### config.mk
export PLATFORM = sky130hd
export DESIGN_NAME = fetch_unit_flat
export DESIGN_NICKNAME = d
export VERILOG_FILES = /design/src/rtl/fetch_pkg.sv /design/src/rtl/fetch_if.sv /design/src/rtl/fetch_queue.sv /design/src/rtl/fetch_unit.sv /design/src/flat_wrapper.sv
export SDC_FILE = /design/constraint.sdc
export NUM_CORES = 1
export LEC_CHECK = 0
export BUFFER_PORTS_ARGS = -buffer_cell sky130_fd_sc_hd__buf_2
export CAP_MARGIN = 20
export CORE_MARGIN = 5
export CORE_UTILIZATION = 55
export CTS_BUF_LIST = sky130_fd_sc_hd__clkbuf_4 sky130_fd_sc_hd__clkbuf_8 sky130_fd_sc_hd__clkbuf_16
export DETAILED_ROUTE_END_ITERATION = 8
export PLACE_DENSITY = 0.82
export SLEW_MARGIN = 10
export SYNTH_ARGS = -nofsm -noshare
export SYNTH_HDL_FRONTEND = slang
export SYNTH_SLANG_ARGS = --single-unit
export TNS_END_PERCENT = 30
### constraint.sdc
create_clock -name clk -period 6.26 [get_ports clk]
set_clock_uncertainty 0.1 [all_clocks]
set_input_delay 0.626 -clock clk [delete_from_list [all_inputs] [get_ports clk]]
set_output_delay 0.626 -clock clk [all_outputs]
set_load 0.02 [all_outputs]
### src/rtl/fetch_pkg.sv
// Shared types and helpers for the instruction-fetch front end.
package fetch_pkg;

  localparam int unsigned XLEN        = 32;
  localparam int unsigned INSTR_BYTES = 4;

  typedef enum logic [1:0] {
    IDLE,
    WAIT,
    DROP
  } fetch_state_t;

  typedef struct packed {
    logic [XLEN-1:0] pc;
    logic [XLEN-1:0] instr;
  } fetch_entry_t;

  function automatic logic [XLEN-1:0] pc_next(input logic [XLEN-1:0] pc);
    return pc + XLEN'(INSTR_BYTES);
  endfunction

  function automatic logic [XLEN-1:0] align_pc(input logic [XLEN-1:0] pc);
    return {pc[XLEN-1:2], 2'b00};
  endfunction

endpackage

### src/rtl/fetch_if.sv
// Instruction-memory, decode and redirect signals of the fetch front end.
interface fetch_if;
  import fetch_pkg::*;

  logic            imem_req;
  logic [XLEN-1:0] imem_addr;
  logic            imem_ack;
  logic [XLEN-1:0] imem_rdata;
  logic            redirect;
  logic [XLEN-1:0] redirect_pc;
  logic            instr_valid;
  logic [XLEN-1:0] instr;
  logic [XLEN-1:0] instr_pc;
  logic [XLEN-1:0] instr_pc_plus4;
  logic            instr_ready;

  modport master (
    output imem_req, imem_addr, instr_valid, instr, instr_pc, instr_pc_plus4,
    input  imem_ack, imem_rdata, redirect, redirect_pc, instr_ready
  );

  modport slave (
    input  imem_req, imem_addr, instr_valid, instr, instr_pc, instr_pc_plus4,
    output imem_ack, imem_rdata, redirect, redirect_pc, instr_ready
  );

endinterface

### src/rtl/fetch_queue.sv
// Small synchronous FIFO of fetched {pc, instr} entries; flush beats push/pop.
module fetch_queue
  import fetch_pkg::*;
#(
  parameter  int unsigned DEPTH = 2,
  localparam int unsigned PTR_W = $clog2(DEPTH),
  localparam int unsigned CNT_W = PTR_W + 1
) (
  input  logic             clk,
  input  logic             rst,
  input  logic             flush,
  input  logic             push,
  input  logic             pop,
  input  fetch_entry_t     push_data,
  output fetch_entry_t     head,
  output logic [CNT_W-1:0] count
);

  fetch_entry_t     mem [DEPTH];
  logic [PTR_W-1:0] rd_ptr;
  logic [PTR_W-1:0] wr_ptr;
  logic             do_push;
  logic             do_pop;

  assign do_pop  = pop && (count != '0);
  assign do_push = push && ((count != CNT_W'(DEPTH)) || do_pop);

  // Pointers wrap naturally because DEPTH is a power of two.
  always_ff @(posedge clk or negedge rst) begin
    if (!rst) begin
      rd_ptr <= '0;
      wr_ptr <= '0;
      count  <= '0;
    end else if (flush) begin
      rd_ptr <= '0;
      wr_ptr <= '0;
      count  <= '0;
    end else begin
      if (do_push) wr_ptr <= wr_ptr + PTR_W'(1);
      if (do_pop)  rd_ptr <= rd_ptr + PTR_W'(1);
      count <= count + CNT_W'(do_push) - CNT_W'(do_pop);
    end
  end

  always_ff @(posedge clk) begin
    if (do_push && !flush) mem[wr_ptr] <= push_data;
  end

  assign head = mem[rd_ptr];

endmodule

### src/rtl/fetch_unit.sv
// Fetch front end: owns the PC, runs one outstanding imem request at a time,
// buffers returned words and presents them to decode; accepts redirects.
module fetch_unit
  import fetch_pkg::*;
#(
  parameter logic [XLEN-1:0] RESET_PC    = 32'h0000_0000,
  parameter int unsigned     QUEUE_DEPTH = 2
) (
  input  logic     clk,
  input  logic     rst,
  fetch_if.master  bus
);

  localparam int unsigned CNT_W = $clog2(QUEUE_DEPTH) + 1;

  fetch_state_t     state;
  fetch_state_t     state_d;
  logic [XLEN-1:0]  fetch_pc;
  logic [XLEN-1:0]  fetch_pc_d;
  logic [XLEN-1:0]  req_addr;
  logic [XLEN-1:0]  req_addr_d;
  logic             req_q;
  logic             push;
  logic             pop;
  logic [CNT_W-1:0] count;
  logic [CNT_W-1:0] count_after;
  fetch_entry_t     head;
  fetch_entry_t     push_data;

  assign pop         = bus.instr_valid && bus.instr_ready;
  assign count_after = count + CNT_W'(1) - CNT_W'(pop);
  assign push_data   = '{pc: req_addr, instr: bus.imem_rdata};

  // Next-state logic; the issue test counts the outstanding slot so pushes never overflow.
  always_comb begin
    state_d    = state;
    fetch_pc_d = fetch_pc;
    req_addr_d = req_addr;
    push       = 1'b0;
    unique case (state)
      IDLE: begin
        if (bus.redirect) begin
          fetch_pc_d = align_pc(bus.redirect_pc);
        end else if (count < CNT_W'(QUEUE_DEPTH)) begin
          state_d    = WAIT;
          req_addr_d = fetch_pc;
        end
      end
      WAIT: begin
        if (bus.redirect) begin
          fetch_pc_d = align_pc(bus.redirect_pc);
          state_d    = bus.imem_ack ? IDLE : DROP;
        end else if (bus.imem_ack) begin
          push       = 1'b1;
          fetch_pc_d = pc_next(req_addr);
          if (count_after < CNT_W'(QUEUE_DEPTH)) begin
            req_addr_d = pc_next(req_addr);
          end else begin
            state_d = IDLE;
          end
        end
      end
      DROP: begin
        if (bus.redirect) fetch_pc_d = align_pc(bus.redirect_pc);
        if (bus.imem_ack) state_d = IDLE;
      end
      default: state_d = IDLE;
    endcase
  end

  always_ff @(posedge clk or negedge rst) begin
    if (!rst) begin
      state    <= IDLE;
      fetch_pc <= RESET_PC;
      req_addr <= RESET_PC;
      req_q    <= 1'b0;
    end else begin
      state    <= state_d;
      fetch_pc <= fetch_pc_d;
      req_addr <= req_addr_d;
      req_q    <= (state_d != IDLE);
    end
  end

  fetch_queue #(
    .DEPTH(QUEUE_DEPTH)
  ) u_queue (
    .clk      (clk),
    .rst      (rst),
    .flush    (bus.redirect),
    .push     (push),
    .pop      (pop),
    .push_data(push_data),
    .head     (head),
    .count    (count)
  );

  assign bus.imem_req       = req_q;
  assign bus.imem_addr      = req_addr;
  // Decode-side outputs come only from queue registers and read zero when empty.
  assign bus.instr_valid    = (count != '0);
  assign bus.instr          = bus.instr_valid ? head.instr : '0;
  assign bus.instr_pc       = bus.instr_valid ? head.pc : '0;
  assign bus.instr_pc_plus4 = bus.instr_valid ? pc_next(head.pc) : '0;

endmodule

### src/flat_wrapper.sv
// flat-port wrapper written by rule: the top's interface ports become plain ports
module fetch_unit_flat import fetch_pkg::*;
#(
  parameter logic [XLEN-1:0] RESET_PC    = 32'h0000_0000,
  parameter int unsigned     QUEUE_DEPTH = 2
)
  (clk, rst, bus_imem_req, bus_imem_addr, bus_instr_valid, bus_instr, bus_instr_pc, bus_instr_pc_plus4, bus_imem_ack, bus_imem_rdata, bus_redirect, bus_redirect_pc, bus_instr_ready);
  fetch_if bus_i ();
  input  logic clk;
  input  logic rst;
  output wire logic [$bits(bus_i.imem_req)-1:0] bus_imem_req;
  output wire logic [$bits(bus_i.imem_addr)-1:0] bus_imem_addr;
  output wire logic [$bits(bus_i.instr_valid)-1:0] bus_instr_valid;
  output wire logic [$bits(bus_i.instr)-1:0] bus_instr;
  output wire logic [$bits(bus_i.instr_pc)-1:0] bus_instr_pc;
  output wire logic [$bits(bus_i.instr_pc_plus4)-1:0] bus_instr_pc_plus4;
  input wire logic [$bits(bus_i.imem_ack)-1:0] bus_imem_ack;
  input wire logic [$bits(bus_i.imem_rdata)-1:0] bus_imem_rdata;
  input wire logic [$bits(bus_i.redirect)-1:0] bus_redirect;
  input wire logic [$bits(bus_i.redirect_pc)-1:0] bus_redirect_pc;
  input wire logic [$bits(bus_i.instr_ready)-1:0] bus_instr_ready;
  assign bus_imem_req = bus_i.imem_req;
  assign bus_imem_addr = bus_i.imem_addr;
  assign bus_instr_valid = bus_i.instr_valid;
  assign bus_instr = bus_i.instr;
  assign bus_instr_pc = bus_i.instr_pc;
  assign bus_instr_pc_plus4 = bus_i.instr_pc_plus4;
  assign bus_i.imem_ack = bus_imem_ack;
  assign bus_i.imem_rdata = bus_imem_rdata;
  assign bus_i.redirect = bus_redirect;
  assign bus_i.redirect_pc = bus_redirect_pc;
  assign bus_i.instr_ready = bus_instr_ready;
  fetch_unit #(.RESET_PC(RESET_PC), .QUEUE_DEPTH(QUEUE_DEPTH)) u_core (.clk(clk), .rst(rst), .bus(bus_i));
endmodule
### Word-level counts from Yosys, hierarchy flattened

Memory sizes are Yosys's and may differ from the RTL's.
Index checks and enable logic that the tools add are counted.

| word-level totals | value |
|---|---|
| flip-flop bits (word level) | 71 |
| memories | 1 |
| logic and storage cells | 75 |
| bits in read-only memories | 0 |
| output and inout bits | 130 |
| bits in latches | 0 |
| memory bits (writable) | 128 |

Memories:

| name | depth | width | rd ports | clocked after Yosys merged registers in | wr ports | line | RTL |
|---|---|---|---|---|---|---|---|
| u_core.u_queue.mem | 2 | 64 | 1 | 0 | 1 | fetch_queue.sv:19 | `fetch_entry_t mem [DEPTH];` |

| operators by class | value |
|---|---|
| equality and inequality tests | 10 |
| bitwise operators | 0 |
| divide/modulo/power cells | 0 |
| multipliers | 0 |
| $lt $le $gt $ge | 2 |
| mux-type cells | 31 |
| add/sub/neg operators | 8 |
| shifts and indexed selects | 0 |
| reductions and logical operators | 16 |

Operators by type and width:

| kind | number |
|---|---|
| $mux W32 | 11 |
| $pmux W32 S2 | 2 |
| $add A32 B3 Y32 const B | 2 |
| $mux W2 | 8 |
| $reduce_bool A2 Y1 | 6 |
| $mux W1 | 9 |
| $ne A2 B2 Y1 const B | 4 |
| $ne A2 B1 Y1 const B | 3 |
| $pmux W2 S3 | 1 |
| $reduce_and A6 Y1 | 1 |
| $logic_and A1 B1 Y1 | 4 |
| $lt A2 B2 Y1 const B | 2 |
| $sub A2 B1 Y2 | 2 |
| $ne A3 B3 Y1 const B | 1 |
| $reduce_and A3 Y1 | 1 |
| $add A1 B1 Y1 const B | 2 |
| $add A2 B1 Y2 | 1 |
| $add A2 B1 Y2 const B | 1 |
| $eq A2 B1 Y1 const B | 1 |
| $eq A2 B2 Y1 const B | 1 |
| $logic_not A2 Y1 | 1 |
| $reduce_or A2 Y1 | 1 |
| $logic_not A1 Y1 | 1 |
| $logic_or A1 B1 Y1 | 1 |

### Depth between registers and ports, before layout

Gate-level depths: netlist (run 1).

| logic depth | value |
|---|---|
| depth after elaboration | 9 |
| depth in mapped cells | 11 |

### Cells and area by module

Synthesis (run 1) repeated with hierarchy kept, for this count alone.

| second synthesis, totals | value |
|---|---|
| cell total of the unflattened synthesis | 836 |
| area, all modules | 9809.4 µm² |

Modules (own cells, without submodules):

| module | area an instance (µm²) | cells an instance | instances |
|---|---|---|---|
| fetch_unit | 4938.5 | 616 | 1 |
| fetch_queue | 4870.9 | 220 | 1 |

### Worst setup path before layout (run 1)

Ideal clock, no wire load.

| path | value |
|---|---|
| path kind | input to register |
| start | input bus_redirect |
| end | memory u_core.u_queue.mem[0][0] (netlist name), enable pin |
| data required time | 5.674 ns |
| slack | 1.637 ns |
| data arrival time | 4.037 ns |
| stages | 5 |
| path buffers | 1 |
| cells stage by stage | clkbuf_1 > nand3b_1 > a21oi_1 > inv_1 > nor2_1 |

| between the ends | value |
|---|---|
| longest elaborated chain between the ends | 6 |
| elaborated cells between the ends (all ways) | 7 |
| those cells by class | mux: 4; reduce/logical: 3 |

RTL lines:

| what | line | RTL |
|---|---|---|
| start, declared | flat_wrapper.sv:19 | `input wire logic [$bits(bus_i.redirect)-1:0] bus_redirect;` |
| $mux W1 | fetch_unit.sv:50 | `if (bus.redirect) begin` |
| $mux W1 | fetch_unit.sv:40 | `unique case (state)` |
| $logic_and A1 B1 Y1 | fetch_queue.sv:26 | `assign do_push = push && ((count != CNT_W'(DEPTH)) \|\| do_pop);` |
| $logic_and A1 B1 Y1 (*) | fetch_queue.sv:46 | `if (do_push && !flush) mem[wr_ptr] <= push_data;` |
| $mux W1 (*) | fetch_queue.sv:46 |  |
| $mux W1 (implied by the code) (*) | fetch_queue.sv:46 |  |
| end, declared | fetch_queue.sv:19 |  |

Every way passes the cells marked *; elsewhere a longest branch is shown, timed or not.

### Worst setup path after layout (run 1)

| path | value |
|---|---|
| start | register u_core.u_queue.rd_ptr |
| end | output bus_instr_pc_plus4[31] |

| between the ends | value |
|---|---|
| longest elaborated chain between the ends | 3 |

RTL lines:

| what | line | RTL |
|---|---|---|
| start, declared | fetch_queue.sv:20 | `logic [PTR_W-1:0] rd_ptr;` |
| start signal, assigned | fetch_queue.sv:40 | `if (do_pop) rd_ptr <= rd_ptr + PTR_W'(1);` |
| $mem_v2 Z2 W64 | n/a |  |
| $add A32 B3 Y32 | fetch_pkg.sv:19 | `return pc + XLEN'(INSTR_BYTES);` |
| $mux W32 | fetch_unit.sv:104 | `assign bus.instr_pc_plus4 = bus.instr_valid ? pc_next(head.pc) : '0;` |
| end, declared | flat_wrapper.sv:16 | `output wire logic [$bits(bus_i.instr_pc_plus4)-1:0] bus_instr_pc_plus4;` |

No other way between the ends.

==> impl_results.md, run 1 <==
* Crit Path Max Fanout at 66
* RSZ-0062 raised after global routing: no
* Min Tclk post-route at 4.898 ns
* Syn nets at 955
* Final Hold Viols at 0
* Max-slew headroom at 23.20%
* Avg Cell Area, Syn at 11.09 µm²
* I/O Pins at 199
* Avg WL per Cell at 19.89 µm
* ANT cells at 0
* Pre-CTS setup slack at 1.829 ns
* Unique masters post-synth at 61
* Clk sink count at 199
* Fin util at 66.28%
* Max Cap Viol at 0
* DRT iter0 DRCs at 688
* H-tree lvl count at 4
* Placed inst area at 10,890 µm²
* Grt ovf at 0
* Via count at 7,832
* Leak at 4.530 nW
* Total Nets Final at 1,121
* Most numerous cell in the Yosys netlist: edfxtp_1
* Vias in the first global route at 7,385
* CTS tree: built
* Post-Layout Cell Count at 1,286
* Layout cells sized above 1 at 24.60%
* CP cell instances: buf_4, nand4_2, a22o_1, or4b_1, nor4b_1, mux2_1, buf_2
* YS warnings at 0
* Crit path arrival time at 4.17 ns
* Die Area at 20,550 µm²
* DP HPWL at 17,110 µm
* Fmax at 0.2042 GHz
* Initial antenna violation count at 0
* Syn-to-layout area delta at 17.61%
* Total GRT Usage at 24.62%
* Hold WS at 0.2629 ns
* Crit. End Element: output pin
* Core Area at 17,360 µm²
* Global-route wire length before repair at 39,390 µm
* Clock root cell: clkbuf_16
* Chip Width at 143.4 µm
* Top FF cell, synth: edfxtp_1
* Routed Antenna Nets at 0
* Drt via density at 6.090
* Inst Count DP at 1,253
* Critical path class: flip-flop to output pin
* Die height at 143.4 µm
* Pwr Total at 4.915 mW
* Synth async-reset ratio at 35.68%
* Post-CTS Setup Repair Bufs at 0
* Initial DRT Pass Iterations at 5
* # DRC at 0
* Total wire length at 25,580 µm
* Setup_tns at 0 ns
* Class of the worst hold path: input pin to flip-flop
* Worst IR Drop VDD at 0.2490 mV
* Pwr Density at 427.2 nW/µm²
* Commonest cells post-synth: edfxtp_1 (128), nor2_1 (112), nand2_1 (72), dfrtp_1 (71), mux2i_1 (61)
* GPL Wtd Cong at 0.8613
* Top cell type's share of synthesized area at 39.29%
* Reg clk slew, reported paths at 0.08 ns
* PortBufs at 196
* Tcrit/Tclk final at 78.25%
* Status: complete, no violations
* Worst path slowest cell: dfrtp_4
* Hold Buf Count CTS at 0
* Max Buffers Root-to-Sink at 2
* Row cnt at 48
* Post-route design area at 11,500 µm²
* Top delay family on crit path: simple AND/OR/NAND/NOR gates
* Final setup violation count at 0
* Synth Cell Area at 9782 µm²
* Max Slew Vio Count at 0
* Seq/Total Area, Yosys at 57.46%
* Clk Latency, worst-skew pair at 0.45 ns
* CTS resizes at 0
* Startpoint types: flip-flop
* Initial Util at 56.36%
* Main area contributors after synthesis: edfxtp_1 (39%), dfrtp_1 (18%), mux2i_1 (6.2%)
* Yosys top cell by area: edfxtp_1
* Worst path required time at 5.53 ns
* Final worst setup slack at 1.362 ns
* Yosys reg bits at 199
* Cells after Synth at 882
* Pin count of the biggest net entering global routing at 78
* Post-synth EDFFs at 128
* CP Buf/Inv Count at 2
* CP max stage delay at 1.04 ns
* Num CTS Buffers at 17
* Worst slew pin tran at 1.143 ns
flip-flops by register name (all words and copies together), names as in the netlist:
signal,cells
u_core.bus.imem_req,1
u_core.u_queue.wr_ptr,1
u_core.u_queue.mem,128
u_core.fetch_pc,32
u_core.u_queue.count,2
u_core.bus.imem_addr,32
u_core.state,2
u_core.u_queue.rd_ptr,1
power by group:
part / internal [mW] / leakage (nW) / switching, mW / total, mW
Sequential: 1.65 / 2.02 / 0.404 / 2.06
Combinational: 0.649 / 2.22 / 1.13 / 1.78
Clock: 0.538 / 0.288 / 0.541 / 1.08
Total: 2.84 / 4.53 / 2.07 / 4.92
worst reg2reg max path, delay by kind of cell (launching register included):
family          cells  cell delay (ns)
compound gates      1             0.36
buf+inv             1             0.60
flops               1             0.55
simple gates        3             1.10
logic make-up after synthesis:
family	Yosys count	synth area share, %
buffers and inverters	66	2.852
multiplexers	76	7.969
flip-flops	199	57.46
XOR/XNOR	30	2.686
adder cells (fa/ha/maj)	4	0.5117
AND/OR/NAND/NOR	326	16.40
AO/OA/AOI/OAI	181	12.13
final cells by class:
type                       instances  area [µm²]
clock buffer                      18       432.9
multi-input combinational        617        3910
timing repair buffer             207        1084
tap                              225       281.5
clock inverter                    14       150.1
sequential                       199        5624
fill                            1324        5852
inverter                           6       22.52
cell usage in the layout (no fill, tap or decap), types with 14 or more instances in the layout:
cell type  synthesis  layout
a32oi_1           17      17
a21oi_1           45      45
nand4_1           23      23
clkbuf_16          0      17
a2bb2oi_1         14      14
nor2_1           112     110
buf_2              7     196
o21ai_0           46      45
o22ai_1           14      14
nand3_1           35      35
edfxtp_1         128     128
dfrtp_1           71      70
xnor2_1           21      21
mux2i_1           61      61
and2_1            15      14
nand2_1           72      72
worst paths after layout:
kind	startpoint	to	slack, ns	depth (start not counted)
max	u_core.u_queue.rd_ptr$_DFFE_PN0P_	bus_instr_pc_plus4[31]	1.36	7
min	bus_imem_rdata[18]	u_core.u_queue.mem[1][18]$_DFFE_PP_	0.26	1
max reg2reg	u_core.state[0]$_DFF_PN0_	u_core.u_queue.mem[1][47]$_DFFE_PP_	3.18	5
min reg2reg	u_core.fetch_pc[12]$_DFFE_PN0P_	u_core.fetch_pc[12]$_DFFE_PN0P_	0.38	2
max in group asynchronous	rst	u_core.u_queue.rd_ptr$_DFFE_PN0P_	5.07	2
min in group asynchronous	rst	u_core.bus.imem_addr[27]$_DFFE_PN0P_	0.29	2
per-layer routing:
layer	wire length (µm)	track usage (%)	part of all wire, %	up-vias
li1	-	-	-	3641
met1	10690	34.62	42	3684
met2	11770	38.08	46	455
met3	2613	6.689	10	52
met4	510	7.086	2.0	0
met5	0	0	0	-
No activity file was read; power rests on OpenSTA's default activity.
==> run 2, diff against run 1 <==
--- a/config.mk
+++ b/config.mk
@@ -5,13 +5,14 @@
 export SDC_FILE = /design/constraint.sdc
 export NUM_CORES = 1
 export LEC_CHECK = 0
+export ABC_AREA = 1
 export BUFFER_PORTS_ARGS = -buffer_cell sky130_fd_sc_hd__buf_2
 export CAP_MARGIN = 20
 export CORE_MARGIN = 5
 export CORE_UTILIZATION = 55
 export CTS_BUF_LIST = sky130_fd_sc_hd__clkbuf_4 sky130_fd_sc_hd__clkbuf_8 sky130_fd_sc_hd__clkbuf_16
 export DETAILED_ROUTE_END_ITERATION = 8
-export PLACE_DENSITY = 0.82
+export PLACE_DENSITY = 0.81
 export SLEW_MARGIN = 10
 export SYNTH_ARGS = -nofsm -noshare
 export SYNTH_HDL_FRONTEND = slang
==> constraint.sdc (replaced) <==
create_clock -name clk -period 4.8 [get_ports clk]
set_clock_uncertainty 0.1 [all_clocks]
set_input_delay 0.48 -clock clk [delete_from_list [all_inputs] [get_ports clk]]
set_output_delay 0.48 -clock clk [all_outputs]
set_load 0.02 [all_outputs]
==> run 2 against run 1 <==
  * Combinational power is 78% higher
  * Utilization down 0.82 points
  * Critical path depth grew 4
  * Register-to-register slack lost 1.5 ns
  * Global-route usage decreased by 0.086 points
  * Critical path type unchanged
  * Synthesized cell count up 44%
  * Non-clock buffer count is the same
  * Clock power up 39%
  * Clock-buffer cell count shrank 1
==> impl_results.md, run 2 <==
* Post-Layout Cell Count at 1,695 (+32%)
* Num CTS Buffers at 17 (unchanged)
* Initial antenna violation count at 0 (unchanged)
* Top FF cell, synth: edfxtp_1
* Post-CTS Setup Repair Bufs at 0 (unchanged)
* Clk sink count at 199 (unchanged)
* Worst path slowest cell: dfrtp_2
* Crit Path Max Fanout at 64 (-3.0%)
* Clock power share at 20.4% (-1.6 points)
* Most frequent cells in the layout: nand2_1 (419), buf_2 (196), nor2_1 (183)
* # DRC at 0 (unchanged)
* Vias in the first global route at 8,552 (+16%)
* ANT cells at 0 (unchanged)
* Commonest non-fill, non-tap cell in the layout: nand2_1
* PortBufs at 196 (unchanged)
* Top reg by flops: u_core.u_queue.mem
* Placed inst area at 11,490 µm² (+5.4%)
* Crit-path most repeated cell: nand2_1
* Max Cap Viol at 0 (unchanged)
* Critical path depth in cells at 11 (+4)
* H-tree lvl count at 4 (unchanged)
* Final worst setup slack at 0.9729 ns (-0.3888 ns)
* Final Hold Viols at 0 (unchanged)
* Syn nets at 1,343 (+41%)
* Fillers at 1,547 (+17%)
* Yosys top cell by area: edfxtp_1
* Clock root cell: clkbuf_16
* GPL Wtd Cong at 0.9006 (+4.6%)
* Sw Pwr at 3.425 mW (+65%)
* Beginning of the critical path: u_core.u_queue.rd_ptr$_DFFE_PN0P_
* Avg Cell Area, Syn at 8.141 µm² (-27%)
* Global-route wire length before repair at 42,720 µm (+8.5%)
* DRT iter0 DRCs at 731 (+6.3%)
* Chip Width at 147.1 µm (+2.6%)
* Register-to-register setup slack at 1.65 ns (-1.53 ns)
* Final setup violation count at 0 (unchanged)
* Unique masters post-synth at 35 (-43%)
* CTS resizes at 0 (unchanged)
* Crit. End Element: output pin
* Synth async-reset ratio at 35.68% (unchanged)
* Startpoint types: flip-flop
* Total GRT Usage at 24.53% (-0.086 points)
* Fin util at 65.46% (-0.82 points)
* Fmax at 0.2613 GHz
* Layout cells sized above 1 at 20.33% (-4.3 points)
* Via count at 9,111 (+16%)
* CP Buf/Inv Count at 2 (unchanged)
* Crit path arrival time at 3.25 ns (-0.92 ns)
* Clk Latency, worst-skew pair at 0.44 ns (about the same)
* Total Nets Final at 1,521 (+36%)
* YS warnings at 0 (unchanged)
* Leak at 5.538 nW (+22%)
* Class of the worst hold path: input pin to flip-flop
* Pin count of the biggest net entering global routing at 65 (-17%)
* DP HPWL at 18,740 µm (+9.5%)
* Avg WL per Cell at 15.73 µm (-21%)
* Grt ovf at 0 (unchanged)
* Yosys reg bits at 199 (unchanged)
* Initial DRT Pass Iterations at 5 (unchanged)
* Drt via density at 5.375 (-12%)
* Largest register FFs at 128 (unchanged)
* Commonest cells post-synth: nand2_1 (419), nor2_1 (186), edfxtp_1 (128), inv_1 (110), dfrtp_1 (71)
* Worst IR Drop VDD at 0.3385 mV (+36%)
* Pwr Density at 604.0 nW/µm² (+41%)
* Inst Count DP at 1,661 (+33%)
* Max Buffers Root-to-Sink at 2 (unchanged)
* Pwr Total at 7.346 mW (+49%)
* Syn-to-layout area delta at 17.64% (about the same)
* CTS tree: built
* Seq/Total Area, Yosys at 54.36% (-3.1 points)
* Reg-to-reg endpoint: u_core.u_queue.mem[1][29]$_DFFE_PP_
* Die Area at 21,640 µm² (+5.3%)
* Max Slew Vio Count at 0 (unchanged)
* Switching part of the total at 46.62% (+4.4 points)
* Top delay family on crit path: flip-flops
* Row cnt at 50 (+4.2%)
* CP cell instances: clkinv_4, nand2_1, nand2_1, ha_1, nand2_2, nor2_2, nand2_1, nor2_4, o21ai_0, nor2_1, buf_2
* Routed Antenna Nets at 0 (unchanged)
* Worst slew pin tran at 1.004 ns (-0.1392 ns)
* Reg clk slew, reported paths at 0.09 ns (about the same)
* Cells after Synth at 1,270 (+44%)
* Initial Util at 55.64% (-0.72 points)
* Status: complete, no violations
* Tcrit/Tclk final at 79.73%
* RSZ-0062 raised after global routing: no
* Total wire length at 26,660 µm (+4.3%)
* Min Tclk post-route at 3.827 ns
* Critical R2R Launch: u_core.state[1]$_DFF_PN0_
* Critical Path End: bus_instr_pc_plus4[14]
* Max-slew headroom at 32.49% (+9.3 points)
* Worst path required time at 4.22 ns (-1.31 ns)
* Comb power frac at 43.2% (+7.0 points)
* Post-route design area at 12,160 µm² (+5.7%)
* Pre-CTS setup slack at 1.425 ns (-0.4043 ns)
* Top cell type's share of synthesized area at 37.18% (-2.1 points)
* Sequential share of power at 36.4% (-5.5 points)
* Main area contributors after synthesis: edfxtp_1 (37%), dfrtp_1 (17%), nand2_1 (15%)
* R2R cell count at 6 (+1)
* Die height at 147.1 µm (+2.6%)
* Critical path class: flip-flop to output pin
* Pint at 3.921 mW (+38%)
* Synth Cell Area at 10,340 µm² (+5.7%)
* Setup_tns at 0 ns (unchanged)
* I/O Pins at 199 (unchanged)
* Hold WS at 0.1177 ns (-0.1452 ns)
* Post-synth EDFFs at 128 (unchanged)
* Core Area at 18,580 µm² (+7.1%)
* CP max stage delay at 0.80 ns (-0.24 ns)
* Most numerous cell in the Yosys netlist: nand2_1
## run 2: cell count changes in the layout (fill, tap and decap cells not counted), moves of 14 or more
cell / before / now
nand2_1: 72 / 419
a2bb2oi_1: 14 / 0
mux2i_1: 61 / 0
nor2_1: 110 / 183
a21oi_1: 45 / 64
nand3_1: 35 / 69
xnor2_1: 21 / 1
nand2_2: 1 / 28
a32oi_1: 17 / 0
nand4_1: 23 / 9
inv_1: 6 / 110
## run 2: cell families after synthesis
family,after synthesis,synth area share (%)
buffers and inverters,163,6.571
AO/OA/AOI/OAI,140,7.322
XOR/XNOR,14,1.186
AND/OR/NAND/NOR,750,30.07
adder cells (fa/ha/maj),4,0.4841
flip-flops,199,54.36
## run 2: worst register-to-register path, stage by stage, from the launching register on
cell and delay, ns:
dfrtp_1 0.41, inv_1 0.08, nand2_1 0.48, nor3_1 0.38, o31ai_1 0.28, nor2_4 0.77
buf_12 0.31
## run 2: what timing repair did
item                                   4_1_cts  5_1_grt
setup endpoints to repair                    0        0
endpoints found under the hold margin        0       12
hold buffers                                 0        1
## run 2: worst min-delay path by stage
| stage | slack, ns | startpoint | cells after the start | to |
|---|---|---|---|---|
| after floorplan | 0.08 | rst | 0 | u_core.bus.imem_addr[0]$_DFFE_PN0P_ |
| after global placement | 0.36 | u_core.fetch_pc[24]$_DFFE_PN0P_ | 2 | u_core.fetch_pc[24]$_DFFE_PN0P_ |
| after detailed placement | 0.37 | u_core.fetch_pc[30]$_DFFE_PN0P_ | 2 | u_core.fetch_pc[30]$_DFFE_PN0P_ |
| after CTS | 0.10 | bus_imem_rdata[16] | 1 | u_core.u_queue.mem[1][16]$_DFFE_PP_ |
| after global routing | 0.10 | bus_imem_rdata[6] | 1 | u_core.u_queue.mem[0][6]$_DFFE_PP_ |
| final | 0.12 | bus_imem_rdata[13] | 1 | u_core.u_queue.mem[0][13]$_DFFE_PP_ |
## run 2: cell type report
cell class	count	area [µm²]	area share (%)
Multi-Input combinational cell	908	4061	33.39
Timing Repair Buffer	207	1104	9.073
Clock inverter	15	221.5	1.821
Tap cell	234	292.8	2.407
Inverter	115	436.7	3.590
Clock buffer	17	425.4	3.498
Sequential cell	199	5622	46.22
## run 2: power groups by stage
stage | Combinational (mW) | Sequential [mW] | Clock, mW
floorplan | 2.13 | 2.69 | 0
global placement | 3.09 | 2.67 | 0
detailed placement | 3.15 | 2.69 | 0
CTS | 3.18 | 2.66 | 1.51
global route | 3.53 | 2.72 | 1.60
finish | 3.17 | 2.67 | 1.50
## run 2: layer usage
layer | share of wire (%) | global-route usage (%) | wire length (µm)
met1 | 41 | 32.88 | 10940
met2 | 48 | 40.37 | 12750
met3 | 8.6 | 4.874 | 2300
met4 | 2.5 | 8.248 | 671
met5 | 0 | 0 | 0
